**config.mk**
```make
export PLATFORM = sky130hd
export DESIGN_NAME = ctrl_envase
export DESIGN_NICKNAME = d
export VERILOG_FILES = /design/src/rtl/ctrl_envase.sv
export SDC_FILE = /design/constraint.sdc
export NUM_CORES = 1
export LEC_CHECK = 0
export BUFFER_PORTS_ARGS = -buffer_cell sky130_fd_sc_hd__buf_2
export CAP_MARGIN = 20
export CORE_MARGIN = 4
export CORE_UTILIZATION = 45
export CTS_BUF_LIST = sky130_fd_sc_hd__clkbuf_4 sky130_fd_sc_hd__clkbuf_8
export CTS_CLUSTER_SIZE = 24
export DETAILED_ROUTE_END_ITERATION = 12
export GPL_TIMING_DRIVEN = 0
export PLACE_DENSITY = 0.67
export SLEW_MARGIN = 25
export SYNTH_ARGS = -nofsm -noshare
export SYNTH_HDL_FRONTEND = slang
export SYNTH_SLANG_ARGS = --single-unit
```
**constraint.sdc**
```tcl
create_clock -name clk -period 1.8 [get_ports clk]
set_clock_uncertainty 0.2 [all_clocks]
set_input_delay 0.36 -clock clk [delete_from_list [all_inputs] [get_ports clk]]
set_output_delay 0.36 -clock clk [all_outputs]
set_load 0.05 [all_outputs]
```
**src/rtl/ctrl_envase.sv**
```systemverilog
// ctrl_envase: sensor-driven sequencer for one bottling station.
// The station moves a bottle into position (conveyor motor), fills it
// (fill valve) and caps it (capper), then counts it. MOVE and FILL each
// have a timeout. A timeout or an empty cap magazine latches a fault that
// stays until the operator acknowledges it.
// Optional feature macro: BATCH_LIMIT_EN. When it is defined, the block
// gains the batch_target input and the batch_done output, and a run stops
// on its own after batch_target bottles.
module ctrl_envase #(
  parameter int MOVE_TIMEOUT = 32,
  parameter int FILL_TIMEOUT = 64,
  parameter int CAP_CYCLES   = 4,
  parameter int DOZEN        = 12,
  parameter int CNT_W        = 8
) (
  input  logic             clk,
  input  logic             reset,
  input  logic             start,
  input  logic             stop,
  input  logic             ack,
  input  logic             sensor_pos,
  input  logic             sensor_full,
  input  logic             cap_empty,
`ifdef BATCH_LIMIT_EN
  input  logic [CNT_W-1:0] batch_target,
  output logic             batch_done,
`endif
  output logic             motor,
  output logic             valve,
  output logic             capper,
  output logic [2:0]       state,
  output logic [CNT_W-1:0] bottle_count,
  output logic             dozen_pulse,
  output logic             alarm,
  output logic [1:0]       alarm_code
);

  // One shared step timer. It must hold the largest step length.
  localparam int TMR_MAX_MC = (MOVE_TIMEOUT > CAP_CYCLES) ? MOVE_TIMEOUT : CAP_CYCLES;
  localparam int TMR_MAX    = (FILL_TIMEOUT > TMR_MAX_MC) ? FILL_TIMEOUT : TMR_MAX_MC;
  localparam int TMR_W      = $clog2(TMR_MAX + 1);
  localparam int DZ_W       = $clog2(DOZEN + 1);

  localparam logic [TMR_W-1:0] MOVE_LAST = TMR_W'(MOVE_TIMEOUT - 1);
  localparam logic [TMR_W-1:0] FILL_LAST = TMR_W'(FILL_TIMEOUT - 1);
  localparam logic [TMR_W-1:0] CAP_LAST  = TMR_W'(CAP_CYCLES - 1);
  localparam logic [TMR_W-1:0] TMR_ONE   = TMR_W'(1);
  localparam logic [DZ_W-1:0]  DZ_LAST   = DZ_W'(DOZEN - 1);
  localparam logic [DZ_W-1:0]  DZ_ONE    = DZ_W'(1);
  localparam logic [CNT_W-1:0] CNT_ONE   = CNT_W'(1);

  typedef enum logic [2:0] {
    ST_IDLE  = 3'd0,
    ST_MOVE  = 3'd1,
    ST_FILL  = 3'd2,
    ST_CAP   = 3'd3,
    ST_FAULT = 3'd4
  } state_e;

  state_e           state_q, state_d;
  logic [TMR_W-1:0] timer_q, timer_d;
  logic             stop_req_q, stop_req_d;
  logic [CNT_W-1:0] count_q, count_d;
  logic [DZ_W-1:0]  dozen_q, dozen_d;
  logic             dozen_pulse_q, dozen_pulse_d;
  logic [1:0]       code_q, code_d;
  logic [1:0]       fault_code_s;
  logic             motor_q, valve_q, capper_q, alarm_q;
  logic             cap_done_s;
  logic             batch_hit_s;

`ifdef BATCH_LIMIT_EN
  logic [CNT_W-1:0] run_q, run_d;
  logic             batch_done_q, batch_done_d;

  // The bottle that is finishing completes the batch (a target of zero means no limit).
  always_comb begin
    batch_hit_s = 1'b0;
    if (batch_target != {CNT_W{1'b0}}) begin
      batch_hit_s = ((run_q + CNT_ONE) == batch_target);
    end else begin
      batch_hit_s = 1'b0;
    end
  end

  // Per-run bottle counter: it restarts on every new run and advances on each capped bottle.
  always_comb begin
    run_d        = run_q;
    batch_done_d = 1'b0;
    if ((state_q == ST_IDLE) && (state_d == ST_MOVE)) begin
      run_d = {CNT_W{1'b0}};
    end else if (cap_done_s) begin
      run_d        = run_q + CNT_ONE;
      batch_done_d = batch_hit_s;
    end else begin
      run_d = run_q;
    end
  end

  // Batch registers: the done flag is a one-cycle pulse after the last bottle.
  always_ff @(posedge clk or negedge reset) begin
    if (!reset) begin
      run_q        <= {CNT_W{1'b0}};
      batch_done_q <= 1'b0;
    end else begin
      run_q        <= run_d;
      batch_done_q <= batch_done_d;
    end
  end

  assign batch_done = batch_done_q;
`else
  // Without the batch feature a run never ends on a bottle count.
  always_comb begin
    batch_hit_s = 1'b0;
  end
`endif

  // Next-state decision. Order of precedence: sensors, then stop, then timeout.
  always_comb begin
    state_d      = state_q;
    fault_code_s = 2'd0;
    cap_done_s   = 1'b0;
    case (state_q)
      ST_IDLE: begin
        if (start && !stop) begin
          state_d = ST_MOVE;
        end else begin
          state_d = ST_IDLE;
        end
      end
      ST_MOVE: begin
        if (sensor_pos) begin
          state_d = ST_FILL;
        end else if (stop_req_q) begin
          state_d = ST_IDLE;
        end else if (timer_q == MOVE_LAST) begin
          state_d      = ST_FAULT;
          fault_code_s = 2'd1;
        end else begin
          state_d = ST_MOVE;
        end
      end
      ST_FILL: begin
        // A started fill always runs to completion. Stop is honoured after capping.
        if (sensor_full) begin
          if (cap_empty) begin
            state_d      = ST_FAULT;
            fault_code_s = 2'd3;
          end else begin
            state_d = ST_CAP;
          end
        end else if (timer_q == FILL_LAST) begin
          state_d      = ST_FAULT;
          fault_code_s = 2'd2;
        end else begin
          state_d = ST_FILL;
        end
      end
      ST_CAP: begin
        if (timer_q == CAP_LAST) begin
          cap_done_s = 1'b1;
          if (stop_req_q || batch_hit_s) begin
            state_d = ST_IDLE;
          end else begin
            state_d = ST_MOVE;
          end
        end else begin
          state_d = ST_CAP;
        end
      end
      ST_FAULT: begin
        if (ack) begin
          state_d = ST_IDLE;
        end else begin
          state_d = ST_FAULT;
        end
      end
      default: begin
        state_d = ST_IDLE;
      end
    endcase
  end

  // Datapath next values: step timer, stop request, fault code, bottle and dozen counts.
  always_comb begin
    // The timer restarts on every change of step.
    if (state_d != state_q) begin
      timer_d = {TMR_W{1'b0}};
    end else begin
      timer_d = timer_q + TMR_ONE;
    end

    // A stop request is remembered until the controller is back in IDLE.
    if ((state_d == ST_IDLE) && (state_q != ST_IDLE)) begin
      stop_req_d = 1'b0;
    end else if (stop) begin
      stop_req_d = 1'b1;
    end else begin
      stop_req_d = stop_req_q;
    end

    // The fault code is latched on entry to FAULT, held there and cleared on leaving.
    if (state_d == ST_FAULT) begin
      if (state_q == ST_FAULT) begin
        code_d = code_q;
      end else begin
        code_d = fault_code_s;
      end
    end else begin
      code_d = 2'd0;
    end

    // Count the bottle on the last capping cycle. The dozen pulse follows the twelfth bottle.
    if (cap_done_s) begin
      count_d = count_q + CNT_ONE;
      if (dozen_q == DZ_LAST) begin
        dozen_d       = {DZ_W{1'b0}};
        dozen_pulse_d = 1'b1;
      end else begin
        dozen_d       = dozen_q + DZ_ONE;
        dozen_pulse_d = 1'b0;
      end
    end else begin
      count_d       = count_q;
      dozen_d       = dozen_q;
      dozen_pulse_d = 1'b0;
    end
  end

  // State and registered outputs. Actuators decode the next state so they switch with the state.
  always_ff @(posedge clk or negedge reset) begin
    if (!reset) begin
      state_q       <= ST_IDLE;
      timer_q       <= {TMR_W{1'b0}};
      stop_req_q    <= 1'b0;
      count_q       <= {CNT_W{1'b0}};
      dozen_q       <= {DZ_W{1'b0}};
      dozen_pulse_q <= 1'b0;
      code_q        <= 2'd0;
      motor_q       <= 1'b0;
      valve_q       <= 1'b0;
      capper_q      <= 1'b0;
      alarm_q       <= 1'b0;
    end else begin
      state_q       <= state_d;
      timer_q       <= timer_d;
      stop_req_q    <= stop_req_d;
      count_q       <= count_d;
      dozen_q       <= dozen_d;
      dozen_pulse_q <= dozen_pulse_d;
      code_q        <= code_d;
      motor_q       <= (state_d == ST_MOVE);
      valve_q       <= (state_d == ST_FILL);
      capper_q      <= (state_d == ST_CAP);
      alarm_q       <= (state_d == ST_FAULT);
    end
  end

  assign state        = state_q;
  assign motor        = motor_q;
  assign valve        = valve_q;
  assign capper       = capper_q;
  assign bottle_count = count_q;
  assign dozen_pulse  = dozen_pulse_q;
  assign alarm        = alarm_q;
  assign alarm_code   = code_q;

endmodule

```
==> results of run 1 <==
==> layout make-up <==
class / count / share of cell area (%)
Buffer: 2 / 1.17
Tap cell: 44 / 2.86
Clock inverter: 2 / 3.11
Timing Repair Buffer: 33 / 9.93
Clock buffer: 6 / 2.66
Multi-Input combinational cell: 96 / 39.3
Inverter: 9 / 1.75
Sequential cell: 30 / 39.3
==> logic make-up (layout without fill, tap and decap cells) <==
family                     count (synthesis)  after routing
buffers and inverters                     11             52
xor gates and xnor gates                  12             12
AOI/OAI and AO/OA                         24             24
DFF                                       30             30
muxes                                      3              3
and+or+nand+nor                           54             54
adders and majority gates                  3              3
==> layer usage <==
metal / vias up / part of all wire (%)
met4: 0 / 0.49
met5: - / 0
li1: 571 / -
met2: 26 / 49
met1: 566 / 46
met3: 2 / 4.7
==> cells in the final DEF, fill, tap and decap left out, types with 2 or more instances in the layout <==
master	netlist	layout
a21oi_1	2	2
a31oi_1	4	4
and3_1	4	4
and4_1	2	2
buf_2	0	25
buf_4	2	6
buf_6	0	3
bufinv_16	0	2
clkbuf_4	0	5
dfrtp_1	30	25
dfrtp_2	0	5
ha_1	3	2
inv_1	8	8
mux2_4	0	3
nand2_1	8	7
nand3_1	3	2
nand4_1	4	4
nor2_1	16	15
nor2b_1	4	4
nor4b_1	2	2
o21a_1	2	2
o21ai_0	2	2
o31ai_1	2	2
xnor2_1	7	7
xor2_1	5	5
==> how the worst max path moves through the flow <==
stage                    startpoint                   end  slack, ps  depth (start not counted)
3_3_place_gp   timer_q[0]$_DFF_PN0_  timer_q[2]$_DFF_PN0_       -140                          6
2_1_floorplan    state[2]$_DFF_PN0_  timer_q[2]$_DFF_PN0_        -20                          5
4_1_cts        timer_q[1]$_DFF_PN0_  timer_q[5]$_DFF_PN0_        -60                          6
6_report       timer_q[1]$_DFF_PN0_  timer_q[1]$_DFF_PN0_        -90                          6
3_5_place_dp   timer_q[0]$_DFF_PN0_  timer_q[3]$_DFF_PN0_       -160                          6
5_1_grt        timer_q[0]$_DFF_PN0_  timer_q[0]$_DFF_PN0_       -170                          6
==> power by group <==
part | internal [mW] | switching [mW]
clock | 0.471 | 0.232
sequential | 0.780 | 0.122
combinational | 0.318 | 0.557
==> registers in the layout, indices dropped and copies added (netlist names) <==
name and flops:
valve 1, stop_req_q 1, capper 1, alarm_code 2, timer_q 7, state 3
motor 1, bottle_count 8, alarm 1, dozen_q 4, dozen_pulse 1
==> worst min-delay path: stages <==
cell and delay (ps):
buf_2 110, nor2_1 80, a31oi_1 40
==> timing repair <==
item / 4_1_cts / 5_1_grt
resized for setup: 11 / 10
setup buffers: 4 / 2
gates cloned: 1 / 0
endpoints found under the hold margin: 30 / 0
setup endpoints to repair: 23 / 25
pin swaps: 10 / 10
hold buffers: 1 / 0
==> through the flow <==
step	setup slack (ps)	TNS [ps]	area [um2]
2_1_floorplan	-18.5	-64.5	1490
4_1_cts	-64.6	-434	1870
5_1_grt	-173	-2380	1930
3_5_place_dp	-158	-1840	1670
3_3_place_gp	-143	-1400	1670
6_report	-87.5	-634	1930
==> metrics.csv, run 1 <==
stage,metric,value,unit
pwr,Peak VDD IR,591,uV
detailed_routing,initial DRC count,55,
global_route,met3 usage,5.13,%
placement,Post-DP HPWL,2.10,mm
run,max-cap violations,0,
clocking,Max clock buf depth,2,
layout,multi-input logic area,757,um2
floorplanning,Die H,65.4,um
global_route,grt ovf,0,
layout,register area,757,um2
logic_synthesis,synthesized area per cell,10.8,um2
placement,Port Buffers,25,
logic_synthesis,syn_nets,148,
logic_synthesis,"Distinct cells, synth",43,
worst_hold_path,Worst Hold Path EP,stop_req_q$_DFFE_PN0P_,
sta,Final Worst Setup Slack,-87.5,ps
detailed_routing,Avg WL per Cell,13.7,um
placement,GPL Wtd Cong,0.802,
setup_path,Critical Path RT,1800,ps
logic_synthesis,Post-Synth Simple-Gate Area,20.9,%
global_route,global-route wire length before repair,5.02,mm
floorplanning,Die W,65.4,um
sta,Worst-Margin Slew,648,ps
logic_synthesis,largest area contributor in the netlist,dfrtp_1,
floorplanning,Placement Rows,20,
sta,final setup vio count,13,
logic_synthesis,Post-synth EDFFs,0,
status,outcome,"complete, but fails checks",
pwr,Final Power,2.48,mW
worst_hold_path,min-delay src,stop,
clocking,# H-tree levels,2,
global_route,vias in the first global route,1139,
layout,final net count,188,
setup_path,Buf/Inv on CP,0,
global_route,GR Util met1,18.7,%
worst_hold_path,Hold Crit Depth,3,
logic_synthesis,post-synthesis sequential element count,30,
sta,"Hold Vio Cnt, Final",0,
logic_synthesis,post-synthesis adder-cell area fraction,2.53,%
layout,Final Util,62.1,%
setup_path,Worst R2R End,timer_q[1]$_DFF_PN0_,
detailed_routing,first-pass iteration count of the detailed router,4,
clocking,Sinks on Clock Net,30,
pwr,power per cell area,1290,nW/um2
clocking,clock insertion delay at the later pin of the skew report,320,ps
setup_path,cell family with most CP delay,simple AND/OR/NAND/NOR gates,
layout,fill count,263,
logic_synthesis,cell with the most instances after synthesis,dfrtp_1,
detailed_routing,Vias/cell,5.25,
setup_path,"slowest stage delay, CP",400,ps
status,failing checks,negative setup slack,
logic_synthesis,predominant post-synthesis flop cell,dfrtp_1,
layout,share of cells above drive strength 1,37.6,%
setup_path,worst reg2reg path depth,6,
setup_path,cells along the critical path,ha_4 -> and4_4 -> nand4_1 -> o211a_1 -> o211ai_4 -> nor2_1,
logic_synthesis,synthesized cell area,1480,um2
global_route,largest net degree at the start of global routing,31,
sta,Tcrit/Tclk final,105,%
layout,synth-to-layout area growth,30.2,%
floorplanning,die area,4270,um2
placement,DP Cell Count,206,
setup_path,critical path launch point type,flop,
clocking,"CTS clk-pin slew, worst paths",100,ps
setup_path,"Slowest-stage cell, CP",dfrtp_1,
logic_synthesis,top post-synthesis cells by count,"dfrtp_1 (30), nor2_1 (16), inv_1 (8), nand2_1 (8), xnor2_1 (7)",
layout,Non-Filler Instances,222,
clocking,CTS buffer count,5,
detailed_routing,post-route ant nets,0,
sta,RSZ-0062 raised after global routing,yes,
floorplanning,Starting Density,47.7,%
detailed_routing,DRC,0,
logic_synthesis,Synth Area in Compound Gates,13.3,%
clocking,CTS tree,built,
sta,Slew Limit Fails,0,
clocking,CTS root buf,clkbuf_4,
sta,Achievable Freq,0.530,GHz
worst_hold_path,class of the worst hold path,in -> reg,
floorplanning,I/O Pins,26,
setup_path,Setup crit end kind,flop,
detailed_routing,Detailed Route WL,3.03,mm
sta,Min Hold Slack,98.3,ps
sta,final worst path period need,1890,ps
logic_synthesis,async set or reset register ratio after synthesis,100,%
setup_path,r2r startpoint,timer_q[1]$_DFF_PN0_,
setup_path,internal reg-to-reg setup slack,-90,ps
floorplanning,area of the core,3100,um2
logic_synthesis,xor-xnor portion of the synthesized cell area,7.09,%
layout,Antenna Cells,0,
logic_synthesis,main combinational cell family by area after synthesis,simple AND/OR/NAND/NOR gates,
sta,Max-slew headroom,56.8,%
setup_path,Crit Path Max Fanout,7,
logic_synthesis,Area contributors post-synth,"dfrtp_1 (51%), xnor2_1 (4.1%), nor2_1 (4.1%)",
global_route,global route hottest layer,met2,
global_route,GR Util met2,25.4,%
setup_path,"Arr. time, crit path",1880,ps
setup_path,critical path type,reg -> reg,
global_route,initial antenna violation count,0,
logic_synthesis,post-synth top area share,50.7,%
logic_synthesis,post-synthesis mux area share,2.28,%
pwr,leak pwr,0.951,nW
logic_synthesis,post-synthesis sequential area ratio,50.7,%
global_route,GRT Total Usage,15.2,%
logic_synthesis,warnings from Yosys,0,
logic_synthesis,Mapped Cells,137,
detailed_routing,detailed-route via count,1165,
Note: power is estimated with default switching activity, not from simulation.
==> inputs of run 2 (changes only) <==
--- a/config.mk
+++ b/config.mk
@@ -14,7 +14,7 @@
 export DETAILED_ROUTE_END_ITERATION = 12
 export GPL_TIMING_DRIVEN = 0
 export PLACE_DENSITY = 0.67
-export SLEW_MARGIN = 25
+export REMOVE_ABC_BUFFERS = 1
 export SYNTH_ARGS = -nofsm -noshare
 export SYNTH_HDL_FRONTEND = slang
 export SYNTH_SLANG_ARGS = --single-unit
==> run 2 against run 1 <==
The run still ends with negative setup slack left. Final cell count increased by 1.8%. First-iteration DRC count increased by 15%. Utilization grew 0.52 points. Clock-buffer cell count stayed put. Critical path type unchanged. Critical endpoint is now stop_req_q$_DFFE_PN0P_.
==> metrics.csv, run 2 (synthesized netlist as in run 1, its figures left out) <==
stage,metric,value,unit,change
status,outcome,"complete, but fails checks",,
status,failing checks,negative setup slack,,
clocking,# H-tree levels,2,,unchanged
layout,Non-Filler Instances,226,,+1.8%
setup_path,Worst setup startpoint,timer_q[0]$_DFF_PN0_,,
floorplanning,die area,4270,um2,unchanged
detailed_routing,Vias/cell,5.38,,+2.4%
setup_path,critical path type,reg -> reg,,
detailed_routing,initial DRC count,63,,+15%
layout,final net count,192,,+2.1%
global_route,grt ovf,0,,unchanged
placement,DP Cell Count,204,,-0.97%
clocking,clock insertion delay at the later pin of the skew report,330,ps,about the same
pwr,Peak VDD IR,427,uV,-28%
sta,Slew Limit Fails,0,,unchanged
sta,Final Worst Setup Slack,-59.0,ps,+28.5 ps
setup_path,Worst R2R End,stop_req_q$_DFFE_PN0P_,,
global_route,global-route wire length before repair,5.23,mm,+4.3%
layout,most frequent cells in the layout,"dfrtp_1 (26), buf_2 (25), nor2_1 (15)",,
sta,"Hold Vio Cnt, Final",0,,unchanged
clocking,CTS buffer count,5,,unchanged
floorplanning,Placement Rows,20,,unchanged
sta,Achievable Freq,0.538,GHz,+1.5%
setup_path,r2r startpoint,timer_q[0]$_DFF_PN0_,,
floorplanning,Die H,65.4,um,unchanged
clocking,CTS root buf,clkbuf_4,,
clocking,Max clock buf depth,2,,unchanged
detailed_routing,post-route ant nets,0,,unchanged
sta,final worst path period need,1860,ps,-28.5 ps
detailed_routing,Avg WL per Cell,13.8,um,+1.2%
worst_hold_path,class of the worst hold path,in -> reg,,
clocking,Sinks on Clock Net,30,,unchanged
setup_path,internal reg-to-reg setup slack,-60,ps,+30 ps
sta,final setup vio count,11,,-2
setup_path,Critical Path RT,1810,ps,about the same
layout,"most common cell after layout, fill and taps aside",dfrtp_1,,
setup_path,Setup crit end kind,flop,,
global_route,vias in the first global route,1232,,+8.2%
floorplanning,Die W,65.4,um,unchanged
detailed_routing,detailed-route via count,1215,,+4.3%
global_route,largest net degree at the start of global routing,31,,unchanged
detailed_routing,DRC,0,,unchanged
floorplanning,I/O Pins,26,,unchanged
clocking,CTS tree,built,,
pwr,leak pwr,0.973,nW,+2.3%
layout,share of cells above drive strength 1,38.5,%,+0.82 points
sta,Tcrit/Tclk final,103,%,-1.6 points
layout,Largest register FFs,8,,unchanged
run,max-cap violations,0,,unchanged
layout,Antenna Cells,0,,unchanged
sta,Worst-Margin Slew,645,ps,-3.31 ps
setup_path,"Arr. time, crit path",1870,ps,about the same
sta,RSZ-0062 raised after global routing,yes,,
floorplanning,Starting Density,47.7,%,unchanged
setup_path,Crit Path Max Fanout,5,,-2
placement,GPL Wtd Cong,0.831,,+3.6%
setup_path,worst reg2reg path depth,6,,unchanged
floorplanning,area of the core,3100,um2,unchanged
clocking,"CTS clk-pin slew, worst paths",90,ps,about the same
setup_path,Setup crit end,stop_req_q$_DFFE_PN0P_,,
detailed_routing,first-pass iteration count of the detailed router,5,,+1
setup_path,critical path launch point type,flop,,
layout,synth-to-layout area growth,31.2,%,
global_route,initial antenna violation count,0,,unchanged
sta,Max-slew headroom,57.0,%,+0.22 points
sta,Min Hold Slack,103,ps,+4.89 ps
pwr,power per cell area,1290,nW/um2,+0.28%
global_route,GRT Total Usage,16.0,%,+0.82 points
layout,fill count,272,,+3.4%
detailed_routing,Detailed Route WL,3.12,mm,+3.0%
placement,Port Buffers,25,,unchanged
placement,Post-DP HPWL,2.05,mm,-2.7%
[run 2: cell count changes in the layout (fill, tap and decap cells not counted)]
cell     previous run  this run
buf_4               6        11
buf_6               3         2
ha_2                0         1
ha_4                1         0
o31ai_2             0         1
dfrtp_2             5         4
o21ai_2             1         0
dfrtp_1            25        26
o31ai_1             2         1
o21ai_1             0         1
[run 2: area by class of cell]
type	instances	area (um2)	share of cell area, %
Timing Repair Buffer	39	240	12.4
Sequential cell	30	756	38.9
Clock inverter	2	60.1	3.09
Inverter	9	33.8	1.74
Tap cell	44	55.1	2.83
Multi-Input combinational cell	96	748	38.5
Clock buffer	6	51.3	2.64
[run 2: how the worst min path moves through the flow]
stage / start / end / slack, ps / cells after the start
2_1_floorplan: reset / alarm$_DFF_PN0_ / -140 / 0
5_1_grt: stop / stop_req_q$_DFFE_PN0P_ / 110 / 3
6_report: stop / stop_req_q$_DFFE_PN0P_ / 100 / 3
3_3_place_gp: reset / dozen_pulse$_DFF_PN0_ / 220 / 1
3_5_place_dp: reset / capper$_DFF_PN0_ / 230 / 1
4_1_cts: stop / stop_req_q$_DFFE_PN0P_ / 120 / 3
[run 2: per-stage QoR]
| stage | setup TNS (ps) | utilization, % | instance area (um2) | power, mW | setup WS (ps) |
|---|---|---|---|---|---|
| 5_1_grt | -2190 | 62.7 | 1940 | 2.64 | -139 |
| 4_1_cts | -316 | 60.2 | 1870 | 2.45 | -50.2 |
| 2_1_floorplan | -4470 | - | 1470 | 1.47 | -366 |
| 6_report | -346 | 62.7 | 1940 | 2.51 | -59.0 |
| 3_3_place_gp | -2700 | 53.1 | 1650 | 1.65 | -276 |
| 3_5_place_dp | -3360 | 53.1 | 1650 | 1.66 | -313 |
[run 2: power by group]
part	leakage, nW	internal, mW	switching, mW
Clock	0.0585	0.470	0.235
Combinational	0.512	0.335	0.563
Sequential	0.403	0.780	0.123
[run 2: layer usage]
metal  global-route usage (%)  wire length, um  up-vias
li1                         -                -      582
met1                     17.9             1390      591
met2                     27.7             1520       34
met3                     4.27              148        8
met4                     8.55               73        0
met5                        0                0        -
[run 2: what timing repair did]
| action | CTS | global route |
|---|---|---|
| hold buffers | 1 | 0 |
| resized for setup | 11 | 10 |
| pin swaps | 10 | 8 |
| endpoints found under the setup margin | 26 | 26 |
| setup buffers | 8 | 5 |
| hold endpoints to repair | 30 | 0 |
[run 2: worst max-delay path, stage by stage, from the launching register on]
cell and delay (ps):
dfrtp_1 390, ha_2 200, and4_4 200, a22oi_1 240, o21a_1 180, o21a_1 200
a31oi_1 120
==> inputs of run 3 (changes only) <==
--- a/config.mk
+++ b/config.mk
@@ -12,7 +12,6 @@
 export CTS_BUF_LIST = sky130_fd_sc_hd__clkbuf_4 sky130_fd_sc_hd__clkbuf_8
 export CTS_CLUSTER_SIZE = 24
 export DETAILED_ROUTE_END_ITERATION = 12
-export GPL_TIMING_DRIVEN = 0
 export PLACE_DENSITY = 0.67
 export REMOVE_ABC_BUFFERS = 1
 export SYNTH_ARGS = -nofsm -noshare
==> run 3 against run 2 <==
The run still ends with negative setup slack left. Clock power shrank 40%. Global-route usage rose by 0.43 points. Final cell count up 5.3%. Routed wire length grew 2.6%. Flip-flop and latch count stayed put. Worst setup slack improved by 11 ps. Die area unchanged. Worst hold slack better by 1.9 ps. Sequential share of layout area down 0.88 points. Largest cell class unchanged. Via count grew 3.3%.
==> metrics.csv, run 3 (synthesized netlist as in run 1, its figures left out) <==
stage,metric,value,unit,change
global_route,vias in the first global route,1219,,-1.1%
floorplanning,Starting Density,47.7,%,unchanged
placement,Port Buffers,25,,unchanged
layout,synth-to-layout area growth,34.3,%,
layout,share of cells above drive strength 1,43.8,%,+5.4 points
global_route,largest net degree at the start of global routing,31,,unchanged
setup_path,Setup crit end kind,flop,,
layout,Largest register FFs,8,,unchanged
detailed_routing,detailed-route via count,1255,,+3.3%
pwr,Peak VDD IR,472,uV,+10%
floorplanning,Die H,65.4,um,unchanged
run,max-cap violations,0,,unchanged
pwr,internal power,1.35,mW,-15%
sta,Achievable Freq,0.541,GHz,+0.61%
status,outcome,"complete, but fails checks",,
global_route,GRT Total Usage,16.5,%,+0.43 points
setup_path,"Slowest-stage cell, CP",dfrtp_1,,
layout,final net count,204,,+6.3%
detailed_routing,Vias/cell,5.27,,-1.9%
floorplanning,I/O Pins,26,,unchanged
setup_path,internal reg-to-reg setup slack,-50,ps,about the same
global_route,initial antenna violation count,0,,unchanged
setup_path,Crit Path Max Fanout,7,,+2
floorplanning,area of the core,3100,um2,unchanged
sta,Final Worst Setup Slack,-47.8,ps,+11.2 ps
clocking,"CTS clk-pin slew, worst paths",90,ps,about the same
sta,final setup vio count,13,,+2
worst_hold_path,class of the worst hold path,in -> reg,,
setup_path,critical path type,reg -> reg,,
clocking,clock insertion delay at the later pin of the skew report,330,ps,about the same
layout,Antenna Cells,0,,unchanged
layout,Non-Filler Instances,238,,+5.3%
sta,setup_tns,-358,ps,-12.4 ps
pwr,combinational share of power,42.5,%,+6.7 points
setup_path,cells along the critical path,ha_2 -> and4_4 -> nand4_1 -> o211a_1 -> o211ai_4 -> nor2_1,,
pwr,P_sw,0.936,mW,+1.6%
global_route,grt ovf,0,,unchanged
setup_path,critical path launch point type,flop,,
layout,most frequent cells in the layout,"dfrtp_1 (26), buf_2 (25), buf_4 (23)",,
setup_path,Critical Path RT,1820,ps,about the same
pwr,Final Power,2.28,mW,-9.0%
detailed_routing,DRC,0,,unchanged
detailed_routing,first-pass iteration count of the detailed router,4,,-1
detailed_routing,post-route ant nets,0,,unchanged
setup_path,"Arr. time, crit path",1870,ps,about the same
sta,Worst-Margin Slew,642,ps,-3.00 ps
floorplanning,Die W,65.4,um,unchanged
status,failing checks,negative setup slack,,
clocking,CTS tree,built,,
layout,"most common cell after layout, fill and taps aside",dfrtp_1,,
floorplanning,die area,4270,um2,unchanged
placement,GPL Wtd Cong,0.811,,-2.4%
pwr,power per cell area,1150,nW/um2,-11%
detailed_routing,Avg WL per Cell,13.5,um,-2.5%
pwr,leak pwr,1.01,nW,+4.2%
setup_path,Buf/Inv on CP,0,,unchanged
clocking,Max clock buf depth,2,,unchanged
sta,Tcrit/Tclk final,103,%,-0.62 points
detailed_routing,Detailed Route WL,3.21,mm,+2.6%
pwr,clock share of power,18.5,%,-9.6 points
clocking,CTS root buf,clkbuf_4,,
sta,final worst path period need,1850,ps,-11.2 ps
sta,RSZ-0062 raised after global routing,yes,,
floorplanning,Placement Rows,20,,unchanged
sta,"Hold Vio Cnt, Final",0,,unchanged
pwr,Flop pwr share,39.1,%,+3.1 points
clocking,# H-tree levels,2,,unchanged
placement,DP Cell Count,226,,+11%
sta,Slew Limit Fails,0,,unchanged
placement,Post-DP HPWL,2.28,mm,+11%
sta,Max-slew headroom,57.2,%,+0.20 points
clocking,Sinks on Clock Net,30,,unchanged
pwr,Sw Share,41.0,%,+4.3 points
global_route,global-route wire length before repair,5.30,mm,+1.3%
detailed_routing,initial DRC count,46,,-27%
setup_path,"slowest stage delay, CP",360,ps,-30 ps
clocking,CTS buffer count,5,,unchanged
setup_path,cell family with most CP delay,simple AND/OR/NAND/NOR gates,,
run 3: final timing paths:
kind                                        startpoint                           to  cells after the start
max in group asynchronous                        reset         timer_q[6]$_DFF_PN0_                      2
min                                               stop       stop_req_q$_DFFE_PN0P_                      3
max                               timer_q[0]$_DFF_PN0_         timer_q[0]$_DFF_PN0_                      6
max reg2reg                       timer_q[0]$_DFF_PN0_         timer_q[0]$_DFF_PN0_                      6
min in group asynchronous                        reset       dozen_q[3]$_DFFE_PN0P_                      2
min reg2reg                bottle_count[7]$_DFFE_PN0P_  bottle_count[7]$_DFFE_PN0P_                      1
run 3: worst register-to-register path, cell delays in order (launching register included):
cell and delay [ps]:
dfrtp_1 360, ha_2 190, and4_4 250, nand4_1 160
o211a_1 210, o211ai_4 280, nor2_1 90
run 3: per-stage QoR:
step	util, %	setup slack (ps)	hold slack, ps	instance area, um2
finish	64.1	-47.8	105	1990
detailed placement	58.4	-138	228	1810
global route	64.1	-142	97.1	1990
CTS	62.5	-28.0	81.2	1940
floorplan	-	-366	-136	1470
global placement	58.4	-48.1	215	1810
run 3: timing repair:
item | in CTS | in global routing
resized for setup | 12 | 10
pin swaps | 9 | 9
hold buffers | 1 | 0
hold endpoints to repair | 30 | 0
endpoints found under the setup margin | 19 | 25
setup buffers | 1 | 2
run 3: power by group through the flow:
stage          sequential, mW  clock [mW]  combinational, mW
2_1_floorplan            1.10           0              0.373
3_3_place_gp            0.890           0              0.879
3_5_place_dp            0.897           0              0.894
4_1_cts                 0.889       0.440              0.929
5_1_grt                 0.914       0.464               1.04
6_report                0.892       0.422              0.969
run 3: metal layers:
metal	GRT usage, %	wire length [um]	up-vias
li1	-	-	606
met1	18.6	1370	599
met2	27.7	1580	39
met3	4.27	168	11
met4	9.84	94	0
met5	0	0	-
run 3: cell type report:
cell class	instances	area [um2]
inverters	9	33.8
well taps	44	55.1
flip-flops and latches	30	756
repair buffers	51	330
clock inverters	2	12.5
fillers	269	1110
clock buffers	6	51.3
multi-input cells	96	751
